## src/rtl/ps2_note_pkg.sv

```systemverilog
// Shared constants, parser state type and status-byte helper for the PS/2 note tracker.
package ps2_note_pkg;

   localparam int CODE_W = 9;

   localparam logic [7:0] SC_EXT    = 8'hE0;
   localparam logic [7:0] SC_BRK    = 8'hF0;
   localparam logic [7:0] SC_BAT    = 8'hAA;
   localparam logic [7:0] SC_ACK    = 8'hFA;
   localparam logic [7:0] SC_RESEND = 8'hFE;
   localparam logic [7:0] SC_ECHO   = 8'hEE;

   typedef enum logic [1:0] {
      ST_IDLE    = 2'd0,
      ST_EXT     = 2'd1,
      ST_BRK     = 2'd2,
      ST_EXT_BRK = 2'd3
   } parser_state_t;

   // Keyboard housekeeping bytes that never take part in a make/break sequence.
   function automatic logic is_status(input logic [7:0] b);
      return (b == SC_BAT) || (b == SC_ACK) || (b == SC_RESEND) || (b == SC_ECHO);
   endfunction

endpackage

```

## src/rtl/ps2_note_tracker_if.sv

```systemverilog
// Byte-input and note-channel output bundle between PS/2 receiver, tracker and mixer.
interface ps2_note_tracker_if #(
   parameter int NUM_CH   = 4,
   parameter int CH_IDX_W = 3
) ();
   logic [7:0]          ps2_byte;
   logic                ps2_byte_en;
   logic                panic;
   logic [9*NUM_CH-1:0] ch_code;
   logic [NUM_CH-1:0]   ch_active;
   logic                note_on;
   logic                note_off;
   logic [CH_IDX_W-1:0] evt_ch;
   logic [7:0]          last_byte;

   modport master (
      output ps2_byte, ps2_byte_en, panic,
      input  ch_code, ch_active, note_on, note_off, evt_ch, last_byte
   );

   modport slave (
      input  ps2_byte, ps2_byte_en, panic,
      output ch_code, ch_active, note_on, note_off, evt_ch, last_byte
   );
endinterface

```

## src/rtl/ps2_scan_parser.sv

```systemverilog
// Set-2 make/break prefix decoder with an idle timeout that abandons half-received prefixes.
module ps2_scan_parser
   import ps2_note_pkg::*;
#(
   parameter int TIMEOUT = 500000
) (
   input  logic              clk,
   input  logic              rst_n,
   input  logic [7:0]        ps2_byte,
   input  logic              ps2_byte_en,
   input  logic              panic,
   output logic              evt_make,
   output logic              evt_break,
   output logic [CODE_W-1:0] evt_code
);

   localparam int             TMO_W   = (TIMEOUT > 2) ? $clog2(TIMEOUT) : 1;
   localparam logic [TMO_W-1:0] TMO_MAX = TMO_W'(TIMEOUT - 1);

   parser_state_t    state_q, state_d;
   logic [TMO_W-1:0] tmo_q;
   logic             tmo_hit;

   assign tmo_hit = (state_q != ST_IDLE) && !ps2_byte_en && (tmo_q == TMO_MAX);

   // NOTE: every output of this block gets a default first so no path leaves a latch.
   always_comb begin
      state_d   = state_q;
      evt_make  = 1'b0;
      evt_break = 1'b0;
      evt_code  = {1'b0, ps2_byte};
      if (panic) begin
         state_d = ST_IDLE;
      end else if (ps2_byte_en && !is_status(ps2_byte)) begin
         unique case (state_q)
            ST_IDLE: begin
               if (ps2_byte == SC_EXT)      state_d = ST_EXT;
               else if (ps2_byte == SC_BRK) state_d = ST_BRK;
               else                         evt_make = 1'b1;
            end
            ST_EXT: begin
               if (ps2_byte == SC_BRK)      state_d = ST_EXT_BRK;
               else if (ps2_byte != SC_EXT) begin
                  evt_make = 1'b1;
                  evt_code = {1'b1, ps2_byte};
                  state_d  = ST_IDLE;
               end
            end
            ST_BRK: begin
               if (ps2_byte != SC_BRK && ps2_byte != SC_EXT) begin
                  evt_break = 1'b1;
                  state_d   = ST_IDLE;
               end
            end
            ST_EXT_BRK: begin
               if (ps2_byte != SC_BRK && ps2_byte != SC_EXT) begin
                  evt_break = 1'b1;
                  evt_code  = {1'b1, ps2_byte};
                  state_d   = ST_IDLE;
               end
            end
            default: state_d = ST_IDLE;
         endcase
      end else if (tmo_hit) begin
         state_d = ST_IDLE;
      end
   end

   // NOTE: sequential state uses non-blocking assignments so all registers see pre-edge values.
   always_ff @(posedge clk or negedge rst_n) begin
      if (!rst_n) begin
         state_q <= ST_IDLE;
         tmo_q   <= '0;
      end else begin
         state_q <= state_d;
         if (panic || ps2_byte_en || state_q == ST_IDLE || tmo_hit) tmo_q <= '0;
         else                                                     tmo_q <= tmo_q + 1'b1;
      end
   end

endmodule

```

## src/rtl/ps2_note_tracker.sv

```systemverilog
// Polyphonic key tracker: maps decoded make/break events onto NUM_CH note channels.
module ps2_note_tracker
   import ps2_note_pkg::*;
#(
   parameter int NUM_CH   = 4,
   parameter int TIMEOUT  = 500000,
   parameter int CH_IDX_W = 3
) (
   input  logic               CLOCK_50,
   input  logic               KEY0,
   ps2_note_tracker_if.slave  bus
);

   logic                evt_make, evt_break;
   logic [CODE_W-1:0]   evt_code;

   logic [CODE_W-1:0]   code_q [NUM_CH];
   logic [NUM_CH-1:0]   act_q;
   logic [CH_IDX_W-1:0] steal_ptr_q;
   logic [CH_IDX_W-1:0] evt_ch_q;
   logic                note_on_q, note_off_q;
   logic [7:0]          last_byte_q;

   logic                match_hit, free_hit;
   logic [CH_IDX_W-1:0] match_idx, free_idx, alloc_idx;

   ps2_scan_parser #(.TIMEOUT(TIMEOUT)) u_parser (
      .clk         (CLOCK_50),
      .rst_n       (KEY0),
      .ps2_byte    (bus.ps2_byte),
      .ps2_byte_en (bus.ps2_byte_en),
      .panic       (bus.panic),
      .evt_make    (evt_make),
      .evt_break   (evt_break),
      .evt_code    (evt_code)
   );

   // Scanning downward makes the lowest matching/free index win.
   always_comb begin
      match_hit = 1'b0;
      match_idx = '0;
      free_hit  = 1'b0;
      free_idx  = '0;
      for (int i = NUM_CH - 1; i >= 0; i--) begin
         if (act_q[i] && code_q[i] == evt_code) begin
            match_hit = 1'b1;
            match_idx = CH_IDX_W'(i);
         end
         if (!act_q[i]) begin
            free_hit = 1'b1;
            free_idx = CH_IDX_W'(i);
         end
      end
      alloc_idx = free_hit ? free_idx : steal_ptr_q;
   end

   // NOTE: the channel array is a handful of flops, so it is reset like any other register.
   always_ff @(posedge CLOCK_50 or negedge KEY0) begin
      if (!KEY0) begin
         for (int i = 0; i < NUM_CH; i++) code_q[i] <= '0;
         act_q       <= '0;
         steal_ptr_q <= '0;
         evt_ch_q    <= '0;
         note_on_q   <= 1'b0;
         note_off_q  <= 1'b0;
         last_byte_q <= '0;
      end else begin
         note_on_q  <= 1'b0;
         note_off_q <= 1'b0;
         if (bus.ps2_byte_en) last_byte_q <= bus.ps2_byte;

         if (bus.panic) begin
            act_q <= '0;
         end else if (evt_make && !match_hit) begin
            for (int i = 0; i < NUM_CH; i++) begin
               if (alloc_idx == CH_IDX_W'(i)) begin
                  act_q[i]  <= 1'b1;
                  code_q[i] <= evt_code;
               end
            end
            // A stolen key is silently overwritten; the ring pointer moves on.
            if (!free_hit) begin
               if (steal_ptr_q == CH_IDX_W'(NUM_CH - 1)) steal_ptr_q <= '0;
               else                                      steal_ptr_q <= steal_ptr_q + 1'b1;
            end
            note_on_q <= 1'b1;
            evt_ch_q  <= alloc_idx;
         end else if (evt_break && match_hit) begin
            for (int i = 0; i < NUM_CH; i++) begin
               if (match_idx == CH_IDX_W'(i)) act_q[i] <= 1'b0;
            end
            note_off_q <= 1'b1;
            evt_ch_q   <= match_idx;
         end
      end
   end

   always_comb begin
      bus.ch_code = '0;
      for (int i = 0; i < NUM_CH; i++) bus.ch_code[CODE_W*i +: CODE_W] = code_q[i];
   end

   assign bus.ch_active = act_q;
   assign bus.note_on   = note_on_q;
   assign bus.note_off  = note_off_q;
   assign bus.evt_ch    = evt_ch_q;
   assign bus.last_byte = last_byte_q;

endmodule

```

## src/flat_wrapper.sv

```systemverilog
// flat-port wrapper written by rule: the top's interface ports become plain ports
module ps2_note_tracker_flat import ps2_note_pkg::*;
#(
   parameter int NUM_CH   = 4,
   parameter int TIMEOUT  = 500000,
   parameter int CH_IDX_W = 3
)
  (CLOCK_50, KEY0, bus_ps2_byte, bus_ps2_byte_en, bus_panic, bus_ch_code, bus_ch_active, bus_note_on, bus_note_off, bus_evt_ch, bus_last_byte);
  ps2_note_tracker_if #(.NUM_CH(NUM_CH), .CH_IDX_W(CH_IDX_W)) bus_i ();
  input  logic CLOCK_50;
  input  logic KEY0;
  input wire logic [$bits(bus_i.ps2_byte)-1:0] bus_ps2_byte;
  input wire logic [$bits(bus_i.ps2_byte_en)-1:0] bus_ps2_byte_en;
  input wire logic [$bits(bus_i.panic)-1:0] bus_panic;
  output wire logic [$bits(bus_i.ch_code)-1:0] bus_ch_code;
  output wire logic [$bits(bus_i.ch_active)-1:0] bus_ch_active;
  output wire logic [$bits(bus_i.note_on)-1:0] bus_note_on;
  output wire logic [$bits(bus_i.note_off)-1:0] bus_note_off;
  output wire logic [$bits(bus_i.evt_ch)-1:0] bus_evt_ch;
  output wire logic [$bits(bus_i.last_byte)-1:0] bus_last_byte;
  assign bus_i.ps2_byte = bus_ps2_byte;
  assign bus_i.ps2_byte_en = bus_ps2_byte_en;
  assign bus_i.panic = bus_panic;
  assign bus_ch_code = bus_i.ch_code;
  assign bus_ch_active = bus_i.ch_active;
  assign bus_note_on = bus_i.note_on;
  assign bus_note_off = bus_i.note_off;
  assign bus_evt_ch = bus_i.evt_ch;
  assign bus_last_byte = bus_i.last_byte;
  ps2_note_tracker #(.NUM_CH(NUM_CH), .TIMEOUT(TIMEOUT), .CH_IDX_W(CH_IDX_W)) u_core (.CLOCK_50(CLOCK_50), .KEY0(KEY0), .bus(bus_i));
endmodule
```

## config.mk

```make
export PLATFORM = sky130hd
export DESIGN_NAME = ps2_note_tracker_flat
export DESIGN_NICKNAME = d
export VERILOG_FILES = /design/src/rtl/ps2_note_pkg.sv /design/src/rtl/ps2_note_tracker_if.sv /design/src/rtl/ps2_scan_parser.sv /design/src/rtl/ps2_note_tracker.sv /design/src/flat_wrapper.sv
export SDC_FILE = /design/constraint.sdc
export NUM_CORES = 1
export LEC_CHECK = 0
export ABC_AREA = 0
export BUFFER_PORTS_ARGS = -buffer_cell sky130_fd_sc_hd__buf_2
export CAP_MARGIN = 20
export CORE_MARGIN = 10
export CORE_UTILIZATION = 35
export CTS_BUF_LIST = sky130_fd_sc_hd__clkbuf_16
export CTS_CLUSTER_DIAMETER = 100
export DETAILED_ROUTE_END_ITERATION = 10
export SLEW_MARGIN = 30
export SYNTH_ARGS = -nofsm -noshare
export SYNTH_HDL_FRONTEND = slang
export SYNTH_SLANG_ARGS = --single-unit
```

## constraint.sdc

```tcl
create_clock -name CLOCK_50 -period 2.7 [get_ports CLOCK_50]
set_input_delay 0.135 -clock CLOCK_50 [delete_from_list [all_inputs] [get_ports CLOCK_50]]
set_output_delay 0.135 -clock CLOCK_50 [all_outputs]
set_load 0.02 [all_outputs]
```

Word level (Yosys, flattened, before mapping)
Index checks and enable logic that the tools add are counted.

word-level totals
  register bits = 77
  output and inout port bits = 53
  bits of input ports = 12

cells by class
  add/sub/neg operators = 2
  eq/ne operators = 30
  multiplexer cells = 63
  bitwise operators = 2
  reduce and logical (&&, ||, !) cells = 42

operator list
  operator                                               number
  equality test 8 bit, second input constant             6
  two-way mux 9 bit                                      5
  equality test 9 bit                                    4
  two-way mux 2 bit                                      16
  two-way mux 1 bit                                      31
  AND reduction 3 bit                                    9
  adder 19 x 1 -> 19 bit, second input constant          1
  equality test 19 bit, second input constant            1
  two-way mux 19 bit                                     1
  case mux 9 bit (2 select lines)                        1
  nonzero test 3 bit                                     6
  inequality test 8 bit, second input constant           2
  two-way mux 3 bit                                      4
  two-way mux 4 bit                                      3
  inequality test 3 bit, second input constant           4
  logical AND 1 bit                                      10
  inequality test 5 bit, second input constant           2
  equality test 3 x 2 -> 1 bit, second input constant    3
  equality test 2 bit, second input constant             4
  zero test 3 bit                                        2
  logical OR 1 bit                                       6
  case mux 2 bit (3 select lines)                        1
  equality test 2 x 1 -> 1 bit, second input constant    2
  inequality test 4 x 3 -> 1 bit, second input constant  1
  other kinds (10)                                       14

Depth between registers and ports, before layout
  word-level depth = 19
  gate-level depth with buffers = 9
  depth with buffers taken out = 8

Cells and area by module
Synthesis repeated with hierarchy kept, for this count alone.

second synthesis, totals
  cell total of the unflattened synthesis = 360
  area total of the unflattened synthesis = 4119.0 um2

by module, submodules not included
  module            cells each  instances  seq. area each (um2)  area an instance (um2)
  ps2_note_tracker  226         1          1401.3                2855.2
  ps2_scan_parser   134         1          525.5                 1263.7

Least setup slack after synthesis
No wires, ideal clock.

  path kind = in2reg
  start point = in bus_panic
  end point = reg u_core.code_q, in the netlist u_core.bus.ch_code[0]
  stages = 9
  slack = 0.246 ns
  path buffers = 2
  arrival = 2.329 ns
  setup time = 0.125 ns
  cells stage by stage = clkbuf_1 > and3b_1 > a21bo_2 > nor2_2 > nor2_1 > a221oi_2 > and3_1 > buf_4 > mux2_2

between the ends
  longest elaborated chain between the ends = 10

ends and longest elaborated chain
  what                             RTL line                source
  from (decl)                      flat_wrapper.sv:14      input wire logic [$bits(bus_i.panic)-1:0] bus_panic;
  two-way mux 9 bit                ps2_scan_parser.sv:32   if (panic) begin
  equality test 9 bit              ps2_note_tracker.sv:45  if (act_q[i] && code_q[i] == evt_code) begin
  logical AND 1 bit                ps2_note_tracker.sv:45
  two-way mux 1 bit (4 in series)  ps2_note_tracker.sv:45
  zero test 1 bit                  ps2_note_tracker.sv:74  end else if (evt_make && !match_hit) begin
  logical AND 1 bit                ps2_note_tracker.sv:74
  AND reduction 3 bit (no line)    -
  to (signal, indexed assignment)  ps2_note_tracker.sv:78  code_q[i] <= evt_code;
  to (decl)                        ps2_note_tracker.sv:17  logic [CODE_W-1:0] code_q [NUM_CH];

Several ways; a longest one is shown, not always the timed one.
A chain may end at the register's enable or synchronous reset.

Worst setup path in the final report
  start point = reg u_core.code_q, in the netlist u_core.bus.ch_code[27]
  end point = reg u_core.code_q, in the netlist u_core.bus.ch_code[23]

between the ends
  longest elaborated chain between the ends = 9

ends and longest elaborated chain
  what                             RTL line
  equality test 9 bit              ps2_note_tracker.sv:45
  logical AND 1 bit                ps2_note_tracker.sv:45
  two-way mux 1 bit (4 in series)  ps2_note_tracker.sv:45
  zero test 1 bit                  ps2_note_tracker.sv:74
  logical AND 1 bit                ps2_note_tracker.sv:74
  AND reduction 3 bit (no line)    -

Every way passes these cells.

==> reports/metrics.cfg <==
[run_status]
status=finished clean

[placed_design]
port_buffers=64
hpwl_um=7648
dp.cells=580
place_congestion=0.8382

[synthesis]
syn-instance-count=367
synth_top_area_cell=dfrtp_1
synth.most_common_cell=dfrtp_1
yosys-top-cells-area=dfrtp_1 (48%), mux2_2 (13%), xnor2_1 (5.9%), xor2_1 (4.4%), nand2_1 (2.6%)
yosys_warnings=0
yosysSeqAreaShare_pct=48.03
synthArstFlopShare_pct=100.0
synth_edf_count=0
ys_ff_latch=77
yosysTopAreaCellShare_pct=48.03
syn_avg_cell_area_um2=10.93
synth_flop_cell=dfrtp_1
synthesis.area_um2=4011
synth_nets=381
ys_top_cells_by_count=dfrtp_1 (77), mux2_2 (47), nand2_1 (28), xnor2_1 (27), nor2_1 (26)
ys_types=57

[timing]
max_freq_mhz=404.4
rsz0062_at_grt=false
finalCriticalPeriod_ns=2.473
tightest_slew_ns=0.6922
hold_viol=0
slew_headroom_pct=53.86
drv_slew=0
period_share_pct=91.59
setup_tns_ns=0
setup_viol=0
skew_ns=0.006909

[cells_and_area]
final_cells=595
regArea_um2=1927
multi_input_area_um2=1978
drive_above_1_share_pct=33.41
fillers=1127
nets=463
area_growth_pct=21.83
diodes=0

[floorplan]
start_util_pct=35.43
core_area_um2=11320
ioPinCount=65
dieArea_um2=16140
die_w_um=127.1
num_rows=39
die_h_um=127.1

[worst_setup_path]
critPathLaunchType=flop
cp.arrival_ns=2.69
end_kind=flop
crit_chain=xnor2_1, nor4b_1, and4_1, a2bb2o_1, mux2_2, nor3_4, buf_4, mux2_2
cp_max_fo=10
max_stage_delay_ns=0.41
cp_common_cell=mux2_2
worstPathRequired_ns=2.92
cp_slowest_cell=dfrtp_1
crit_type=flop to flop

[grt]
grt_overflow=0
grt_pass1_vias=3171
grt_use_total_pct=12.64
grt_pass1_wl_um=16690
grt_max_degree=78
antenna_found_initial=0

[routing]
dr.pass1.iters=4
via_count=3121
routedWlPerCell_um=17.10
drt_iter0_markers=93
wirelength_um=10180
drc=0
vias_per_cell=5.245
ant_nets=0

[hold_path]
hold_class=primary input to flop

[power_and_ir_drop]
ir_drop_uv=359.4
switching_power_uw=801.3
p_leak_nw=2.260
switching_share_pct=27.18
p_clk_share_pct=39.0
comb_power_share_pct=16.4
cellPowerDensity_nw_per_um2=603.2
internal_power_mw=2.147
sequentialPowerShare_pct=44.6

[clock_tree]
cts_tree=done
ctsLongestPathBuffers=2
clock-sinks=77
clk_pin_slew_ns=0.05
cts_root_buf=clkbuf_16
cts_buffers=9
htree_levels=3
clock_latency_ns=0.34
postCtsSetupBuffers=0

[flow_run]
maxCapViolations=0

-- critical path: cells and delay by family, from the launching register on --
kind,cells,cell delay [ns]
buffers and inverters,1,0.21
AO/OA/AOI/OAI,1,0.31
XOR/XNOR,1,0.15
multiplexers,2,0.71
AND/OR/NAND/NOR,3,0.56
flip-flops,1,0.41
-- final timing paths --
| kind | slack, ns | startpoint | end | cells past startpoint |
|---|---|---|---|---|
| worst max-delay path | 0.23 | u_core.bus.ch_code[27] | u_core.bus.ch_code[23] | 8 |
| worst min-delay path | 0.14 | bus_panic | u_core.bus.ch_active[3] | 2 |
| worst max register to register | 0.23 | u_core.bus.ch_code[27] | u_core.bus.ch_code[23] | 8 |
| worst min register to register | 0.50 | u_core.u_parser.tmo_q[0] | u_core.u_parser.tmo_q[0] | 1 |
| max in group asynchronous | 1.84 | KEY0 | u_core.u_parser.tmo_q[2] | 2 |
| min in group asynchronous | 0.40 | KEY0 | u_core.bus.ch_code[21] | 2 |
-- flip-flops by register name, summed over array words and instances (netlist names) --
signal	cells
u_core.bus.last_byte	8
u_core.bus.note_on	1
u_core.bus.ch_active	4
u_core.bus.ch_code	36
u_core.u_parser.tmo_q	19
u_core.bus.note_off	1
u_core.u_parser.state_q	2
u_core.steal_ptr_q	3
u_core.bus.evt_ch	3
-- cell usage in the layout (no fill, tap or decap), drive strengths merged, types with 2 or more instances in the layout --
master,n
o21ai,7
or3,2
nor2,27
clkbuf,9
nor4b,5
xor2,20
dfrtp,77
mux2,47
and4,4
inv,10
xnor2,27
o21bai,2
nor3b,2
ha,2
o311ai,2
nor4,8
nand2,28
nor3,8
clkinv,3
and3,6
nand3,17
o21a,2
nand4,8
and3b,2
buf,84
a21oi,12
-- metrics by stage --
stage	area, µm²	utilization, %	power (mW)	setup slack (ns)	hold slack (ns)
after floorplan	4011	-	1.633	0.2465	-0.1606
after global placement	4589	40.54	1.820	0.1032	0.3486
after detailed placement	4589	40.54	1.828	0.03179	0.3557
after CTS	4878	43.09	2.987	0.1165	0.1369
after global routing	4887	43.17	3.089	0.1105	0.1559
final	4887	43.17	2.948	0.2270	0.1388
-- power by group through the flow --
stage               sequential [mW]  clock, mW  combinational, mW
floorplan                      1.43          0              0.202
global placement               1.33          0              0.487
detailed placement             1.34          0              0.493
CTS                            1.32       1.18              0.494
global route                   1.33       1.23              0.530
finish                         1.31       1.15              0.484
-- what timing repair did --
| action | 4_1_cts | 5_1_grt |
|---|---|---|
| hold buffers | 1 | 0 |
| setup endpoints to repair | 0 | 19 |
| endpoints found under the hold margin | 12 | 0 |
| gates resized for setup | 0 | 1 |
-- final cells by class --
| cell class | instances | area share (%) |
|---|---|---|
| clock inverters | 5 | 1.101 |
| multi-input cells | 266 | 40.48 |
| flip-flops and latches | 77 | 39.43 |
| inverters | 10 | 0.7680 |
| well taps | 143 | 3.661 |
| clock buffers | 9 | 4.608 |
| repair buffers | 85 | 9.959 |
-- layer usage --
metal | wire [µm] | vias to the layer above | track usage [%]
li1 | - | 1483 | -
met1 | 4622 | 1549 | 15.51
met2 | 4843 | 79 | 20.72
met3 | 568 | 10 | 4.053
met4 | 141 | 0 | 3.818
met5 | 0 | - | 0
-- logic make-up (layout without fill, tap and decap cells) --
logic type      count (synthesis)  count (layout)  share of synthesized area [%]
compound gates                 47              47                          8.516
xor+xnor                       47              47                          10.26
fa+ha+maj                       2               2                         0.6237
buf+inv                        24             109                          2.776
flops                          77              77                          48.03
mux                            48              48                          13.44
simple gates                  122             122                          16.34
Power figures use the tool's default switching activity.
